--- config.mk ---
export PLATFORM = sky130hd
export DESIGN_NAME = loop_nest_sequencer
export DESIGN_NICKNAME = d
export VERILOG_FILES = /design/src/rtl/loop_nest_sequencer.sv
export SDC_FILE = /design/constraint.sdc
export NUM_CORES = 1
export LEC_CHECK = 0
export BUFFER_PORTS_ARGS = -buffer_cell sky130_fd_sc_hd__buf_2
export CAP_MARGIN = 20
export CELL_PAD_IN_SITES_DETAIL_PLACEMENT = 1
export CELL_PAD_IN_SITES_GLOBAL_PLACEMENT = 2
export CORE_UTILIZATION = 36
export DETAILED_ROUTE_END_ITERATION = 12
export PLACE_DENSITY_LB_ADDON = 0.12
export SLEW_MARGIN = 0
export SYNTH_ARGS = -nofsm -noshare
export SYNTH_HDL_FRONTEND = slang
export SYNTH_SLANG_ARGS = --single-unit
export TNS_END_PERCENT = 20
--- constraint.sdc ---
create_clock -name clk -period 6.2 [get_ports clk]
set_clock_uncertainty 0.2 [all_clocks]
set_input_delay 1.24 -clock clk [delete_from_list [all_inputs] [get_ports clk]]
set_output_delay 1.24 -clock clk [all_outputs]
set_load 0.01 [all_outputs]
--- src/rtl/loop_nest_sequencer.sv ---
`default_nettype none
// ============================================================================
//  Module   : loop_nest_sequencer
//  Function : Walks a nest of LEVELS counted loops and streams one index tuple
//             per innermost iteration over valid/ready, with break-at-level
//             and abort. Level 0 is the innermost loop.
//  Option   : LOOP_NEST_SEQUENCER_STEP_EN adds a per-level step input
//             (a latched step of 0 behaves as 1); otherwise every step is 1.
//  Revision : 1.0 - initial release
// ============================================================================
module loop_nest_sequencer #(
   parameter int WIDTH  = 8,
   parameter int LEVELS = 2,
   parameter int CNT_W  = 16,
   localparam int BL_W  = (LEVELS > 1) ? $clog2(LEVELS) : 1
) (
   input  logic                    clk,
   input  logic                    rst_n,
   input  logic                    start,
   input  logic [LEVELS*WIDTH-1:0] limit,
`ifdef LOOP_NEST_SEQUENCER_STEP_EN
   input  logic [LEVELS*WIDTH-1:0] step,
`endif
   output logic                    iter_valid,
   input  logic                    iter_ready,
   output logic [LEVELS*WIDTH-1:0] iter_idx,
   output logic                    iter_last,
   input  logic                    brk,
   input  logic [BL_W-1:0]         brk_lvl,
   input  logic                    abort,
   output logic                    busy,
   output logic                    done,
   output logic                    aborted,
   output logic [CNT_W-1:0]        iter_count
);

   typedef enum logic [1:0] {
      S_IDLE = 2'd0,
      S_RUN  = 2'd1,
      S_FIN  = 2'd2
   } state_t;

   state_t           r_state;
   state_t           w_state_nxt;
   logic [WIDTH-1:0] r_lim [LEVELS];
   logic [WIDTH-1:0] r_idx [LEVELS];
   logic [WIDTH-1:0] w_step [LEVELS];
   logic [WIDTH-1:0] w_idx_nxt [LEVELS];
   logic [WIDTH:0]   w_sum;
   logic [LEVELS:0]  w_carry;
   logic [LEVELS-1:0] w_wrap;
   logic [31:0]      w_lvl;
   logic             w_acc;
   logic             w_brk_acc;
   logic             w_end;
   logic             w_zero_trip;
   logic [CNT_W-1:0] r_cnt;
   logic             r_aborted;

`ifdef LOOP_NEST_SEQUENCER_STEP_EN
   logic [WIDTH-1:0] r_step [LEVELS];

   // Latch per-level step on launch; a zero step is promoted to one
   always_ff @(posedge clk) begin
      if (!rst_n) begin
         for (int k = 0; k < LEVELS; k++) r_step[k] <= WIDTH'(1);
      end else if (r_state == S_IDLE && start) begin
         for (int k = 0; k < LEVELS; k++)
            r_step[k] <= (step[k*WIDTH +: WIDTH] == '0) ? WIDTH'(1) : step[k*WIDTH +: WIDTH];
      end
   end

   // Expose the latched steps to the advance logic
   always_comb begin
      for (int k = 0; k < LEVELS; k++) w_step[k] = r_step[k];
   end
`else
   // Fixed unit step on every level
   always_comb begin
      for (int k = 0; k < LEVELS; k++) w_step[k] = WIDTH'(1);
   end
`endif

   // Detect a zero-trip nest directly from the limit being latched
   always_comb begin
      w_zero_trip = 1'b0;
      for (int k = 0; k < LEVELS; k++)
         if (limit[k*WIDTH +: WIDTH] == '0) w_zero_trip = 1'b1;
   end

   // Carry chain: sums are WIDTH+1 bits so an overflowing step ends the level
   always_comb begin
      w_acc      = (r_state == S_RUN) && iter_ready;
      w_brk_acc  = w_acc && brk;
      w_lvl      = 32'(brk_lvl);
      w_sum      = '0;
      w_carry    = '0;
      w_wrap     = '0;
      w_carry[0] = w_acc && !brk;
      for (int k = 0; k < LEVELS; k++) begin
         w_sum     = {1'b0, r_idx[k]} + {1'b0, w_step[k]};
         w_wrap[k] = (w_sum >= {1'b0, r_lim[k]});
         // A break at level L injects its carry one level above L
         w_carry[k+1] = (w_carry[k] && w_wrap[k]) || (w_brk_acc && (w_lvl == 32'(k)));
         if ((w_brk_acc && (w_lvl >= 32'(k))) || (w_carry[k] && w_wrap[k]))
            w_idx_nxt[k] = '0;
         else if (w_carry[k])
            w_idx_nxt[k] = w_sum[WIDTH-1:0];
         else
            w_idx_nxt[k] = r_idx[k];
      end
      w_end = w_carry[LEVELS] || (w_brk_acc && (w_lvl >= 32'(LEVELS)));
   end

   // State register
   always_ff @(posedge clk) begin
      if (!rst_n) r_state <= S_IDLE;
      else        r_state <= w_state_nxt;
   end

   // Next-state logic; abort has priority over any break or natural end
   always_comb begin
      w_state_nxt = r_state;
      case (r_state)
         S_IDLE: if (start) w_state_nxt = w_zero_trip ? S_FIN : S_RUN;
         S_RUN: begin
            if (abort)      w_state_nxt = S_IDLE;
            else if (w_end) w_state_nxt = S_FIN;
         end
         S_FIN:   w_state_nxt = S_IDLE;
         default: w_state_nxt = S_IDLE;
      endcase
   end

   // Limits, indices, accept counter and abort flag
   always_ff @(posedge clk) begin
      if (!rst_n) begin
         for (int k = 0; k < LEVELS; k++) begin
            r_lim[k] <= '0;
            r_idx[k] <= '0;
         end
         r_cnt     <= '0;
         r_aborted <= 1'b0;
      end else if (r_state == S_IDLE && start) begin
         for (int k = 0; k < LEVELS; k++) begin
            r_lim[k] <= limit[k*WIDTH +: WIDTH];
            r_idx[k] <= '0;
         end
         r_cnt     <= '0;
         r_aborted <= 1'b0;
      end else if (r_state == S_RUN) begin
         if (w_acc && (r_cnt != '1)) r_cnt <= r_cnt + CNT_W'(1);
         if (abort) r_aborted <= 1'b1;
         else begin
            for (int k = 0; k < LEVELS; k++) r_idx[k] <= w_idx_nxt[k];
         end
      end
   end

   generate
      for (genvar g = 0; g < LEVELS; g++) begin : g_pack
         assign iter_idx[g*WIDTH +: WIDTH] = r_idx[g];
      end
   endgenerate

   assign iter_valid = (r_state == S_RUN);
   assign iter_last  = (r_state == S_RUN) && (&w_wrap);
   assign busy       = (r_state != S_IDLE);
   assign done       = (r_state == S_FIN);
   assign aborted    = r_aborted;
   assign iter_count = r_cnt;

endmodule
`default_nettype wire

==> parameters.txt <==
Parameter                              Value

Run status
  Outcome ... finished, final reports clean

STA
  Max Clk Rate ... 0.2283 GHz
  Unrepaired setup endpoints after global routing ... false
  Slew at the pin with the worst max-slew slack ... approximately 0.89 ns
  Final Hold Slack ... 0.3053 ns
  Clock period minus worst slack ... approximately 4.4 ns
  Fraction of the cycle the final worst path needs ... 70.66%
  # setup viols final ... 0
  Setup TNS ... 0 ns
  Number of hold violations in the final report ... 0
  Headroom to the max-slew limit ... between 40% and 50%
  Max-slew violation total from the final report ... 0

Clock network
  Clock tree root driver cell ... sky130_fd_sc_hd__clkbuf_8
  Num CTS Buffers ... 5
  Cts-stage hold buffer count ... 0
  CTS tree ... done
  Number of sinks handled by clock tree synthesis ... 51
  Clock edge transition at the registers on the reported setup and hold paths ... 0.09 ns
  Total setup buffers inserted after CTS ... 0
  Number of buffers between clock root and the deepest sink ... 2
  Worst skew pair latency ... 0.31 ns
  Number of H-tree levels ... 2
  Cts repair resizes ... 0

Routing
  Total vias in the final route ... about 2100
  Wire length the detailed router placed on met1 ... 2842 um
  Wire length on met2 ... approximately 2700 um
  Detail Route met3 WL ... between 200 and 250 um
  Post-detailed-routing wire length ... approximately 5900 um
  Number of DRC violations after detailed-routing iteration 0 ... 37
  Average via count per standard cell ... between 4 and 5
  Residual DRC count ... 0
  Final routed wire length divided by cell count ... about 13 um
  Highest routed layer ... met4
  Detailed-routing iteration count for the pre-antenna-repair pass ... 4
  Number of nets with antenna violations after detailed routing ... 0

Power
  Total net switching power ... 195.3 uW
  Max VDD drop ... around 0.000079 V
  Cell-internal power ... around 540 uW
  Combinational cell fraction of total power ... around 17%
  Part of the power in registers ... roughly 54%
  Fraction of power spent switching nets ... a little over a quarter
  Total leakage power ... roughly 1.4 nW
  Proportion of power drawn by the clock network ... around 29%
  Power density relative to cell area ... 224.0 nW/um^2

Yosys
  Syn nets ... between 300 and 400
  Share of synthesized flip-flops with an asynchronous set or reset ... 0%
  Adder-cell area share of the yosys netlist ... 8.524%
  Top cells by area in the synthesized netlist ... sky130_fd_sc_hd__edfxtp_1, sky130_fd_sc_hd__dfxtp_1, sky130_fd_sc_hd__ha_1, sky130_fd_sc_hd__and2_1, sky130_fd_sc_hd__xnor2_1
  Top-area cell type share of the netlist area ... between 30% and 40%
  Main combinational cell family by area after synthesis ... simple AND/OR/NAND/NOR gates
  Compound-cell area share of the yosys netlist ... just over 6%
  Synth Flop Type ... sky130_fd_sc_hd__edfxtp_1
  Cell area after synthesis ... 2789 um^2
  Synthesized instance count ... about 280
  Synthesized area per cell ... 10.14 um^2
  Post-synthesis sequential element count ... roughly 50
  Cell type with the largest total area after synthesis ... sky130_fd_sc_hd__edfxtp_1
  Sequential cell area fraction in the yosys report ... between 40 and 50%
  Area fraction in and, or, nand and nor cells after synthesis ... ~25%
  EDFF count, synth ... 32
  Synthesized-area fraction occupied by xor and xnor cells ... under 10%
  Unique cell type count in the Yosys netlist ... 40
  Post-synthesis mux area share ... less than 1%
  Total number of yosys warnings ... 0

Global routing
  Total global-route track usage ... ~15%
  Antenna violations before repair ... 0
  First-pass GRT wire length ... approximately 10000 um
  Pin count of the biggest net entering global routing ... 34
  Gr ovfl total ... 0
  Via count of the first global-routing pass ... about 2100

Critical path
  Sum of buffers and inverters on the critical path ... 1
  R2r worst-path depth ... 11
  Startpoint of the most critical register-to-register path ... r_idx[0][0]$_SDFFCE_PP0P_
  Category of the worst setup path launch point ... register
  Reg2reg setup slack ... around 2.8 ns
  Crit path required time ... 4.76 ns
  CP delay by family, top ... simple AND/OR/NAND/NOR gates
  Cells traversed along the worst timing path ... and3_1 -> nand3_1 -> nor2_1 -> xor2_1 -> ha_1 -> and3_1 -> a221o_1 -> a31oi_1 -> nand2_1 -> and3_2 -> buf_2
  Most used cell, CP ... sky130_fd_sc_hd__and3_1
  Worst setup path category ... reg -> out
  Critical Path Stages ... 11
  CP Data Arrival Time ... ~2.9 ns
  Slowest cell delay on critical path ... between 0.4 and 0.5 ns
  Crit Path Max Fanout ... 6
  Crit-path slowest cell ... sky130_fd_sc_hd__edfxtp_1
  CP Capture Type ... output port
  Endpoint of the most critical setup path ... iter_last
  End of the worst register-to-register path ... r_idx[0][14]$_SDFFCE_PP0P_
  Start point of the critical path ... r_idx[0][0]$_SDFFCE_PP0P_

Finish
  Antenna fix cells ... 0
  Layout overhead on the synthesized area ... 18.26%
  Final core area utilization ... between 40% and 50%
  Fraction of layout instances using a drive strength above 1 ... between 20% and 30%
  Final layout net count ... between 300 and 400

Die
  Rows ... 31
  Die Y ... around 90 um
  Die footprint ... about 8100 um^2
  Initial cell density of the core ... 37.84%
  Die extent in x ... about 90 um
  I/O pin cnt ... 60
  Core outline area ... ~7400 um^2

Worst hold path
  Hold WC Path Type ... reg -> reg

Place
  Routability Congestion ... 0.7800
  Half-perimeter wire length of the detailed placement result ... ~4600 um
  I/O Buffers ... 59

Job
  Number of max-capacitance violations reported ... 0
cells in the mapped netlist (11+ instances only):
cell,number
sky130_fd_sc_hd__nor2_1,31
sky130_fd_sc_hd__edfxtp_1,32
sky130_fd_sc_hd__nand2_1,23
sky130_fd_sc_hd__and2_1,23
sky130_fd_sc_hd__xnor2_1,15
sky130_fd_sc_hd__ha_1,19
sky130_fd_sc_hd__xor2_1,11
sky130_fd_sc_hd__dfxtp_1,19
sky130_fd_sc_hd__nand3_1,14
sky130_fd_sc_hd__inv_1,21
metrics by stage:
stage | power (mW) | instance area, um^2 | setup WS [ns] | cells
2_1_floorplan | 0.4885 | 2789 | 2.439 | 275
3_3_place_gp | 0.5314 | 3197 | 2.187 | 430
3_5_place_dp | 0.5336 | 3197 | 2.151 | 430
4_1_cts | 0.7535 | 3298 | 1.807 | 438
5_1_grt | 0.7818 | 3298 | 1.627 | 438
6_report | 0.7389 | 3298 | 1.819 | 438
flip-flops by register name, indices dropped and copies added, names as in the netlist:
signal / flops
aborted: 1
iter_count: 16
r_idx: 16
r_lim: 16
r_state: 2
power groups by stage:
stage                     sequential [mW]  combinational (mW)  clock (mW)
after floorplan                     0.409              0.0791           0
after global placement              0.407               0.125           0
after detailed placement            0.408               0.126           0
after CTS                           0.400               0.127       0.227
after global routing                0.404               0.142       0.236
final                               0.400               0.124       0.215
per-layer routing:
layer | global-route usage [%] | vias to the layer above
li1 | - | 1070
met1 | 20.05 | 940
met2 | 25.57 | 42
met3 | 2.961 | 8
met4 | 4.973 | 0
met5 | 0 | -
cell type report:
type                       instances  area, um^2
clock buffer                       8       101.3
tap                               99       123.9
inverter                          21       78.83
fill                             861        4071
multi-input combinational        199        1350
timing repair buffer              60       302.8
sequential                        51        1341
worst min path at each step:
stage                               from              endpoint  depth (start not counted)
global route        aborted$_SDFFE_PP0P_  aborted$_SDFFE_PP0P_                          2
global placement    aborted$_SDFFE_PP0P_  aborted$_SDFFE_PP0P_                          2
detailed placement  aborted$_SDFFE_PP0P_  aborted$_SDFFE_PP0P_                          2
floorplan           aborted$_SDFFE_PP0P_  aborted$_SDFFE_PP0P_                          2
finish              aborted$_SDFFE_PP0P_  aborted$_SDFFE_PP0P_                          2
CTS                 aborted$_SDFFE_PP0P_  aborted$_SDFFE_PP0P_                          2
layout by cell type (no fill, tap or decap), types with 3 or more instances in the layout:
cell type                  count
sky130_fd_sc_hd__buf_2        59
sky130_fd_sc_hd__edfxtp_1     32
sky130_fd_sc_hd__nor2_1       31
sky130_fd_sc_hd__nand2_1      23
sky130_fd_sc_hd__and2_1       23
sky130_fd_sc_hd__inv_1        21
sky130_fd_sc_hd__ha_1         19
sky130_fd_sc_hd__dfxtp_1      19
sky130_fd_sc_hd__xnor2_1      15
sky130_fd_sc_hd__nand3_1      14
sky130_fd_sc_hd__xor2_1       11
sky130_fd_sc_hd__nor3_1        6
sky130_fd_sc_hd__a21oi_1       6
sky130_fd_sc_hd__nor2b_2       6
sky130_fd_sc_hd__clkbuf_8      5
sky130_fd_sc_hd__and3_1        4
sky130_fd_sc_hd__nor2b_1       4
sky130_fd_sc_hd__nand4_1       4
sky130_fd_sc_hd__nor4_1        4
sky130_fd_sc_hd__o21ai_0       3
sky130_fd_sc_hd__a21o_1        3
sky130_fd_sc_hd__nor2_2        3
cells by family after synthesis:
| logic type | Yosys count |
|---|---|
| xor+xnor | 26 |
| simple gates | 131 |
| fa+ha+maj | 19 |
| compound gates | 22 |
| mux | 1 |
| buf+inv | 25 |
| flops | 51 |
worst min-delay path: stages (launching register included):
cell and delay (ns):
sky130_fd_sc_hd__dfxtp_1 0.35, sky130_fd_sc_hd__a21oi_1 0.05, sky130_fd_sc_hd__nor2_1 0.07
Power figures use the tool's default switching activity.
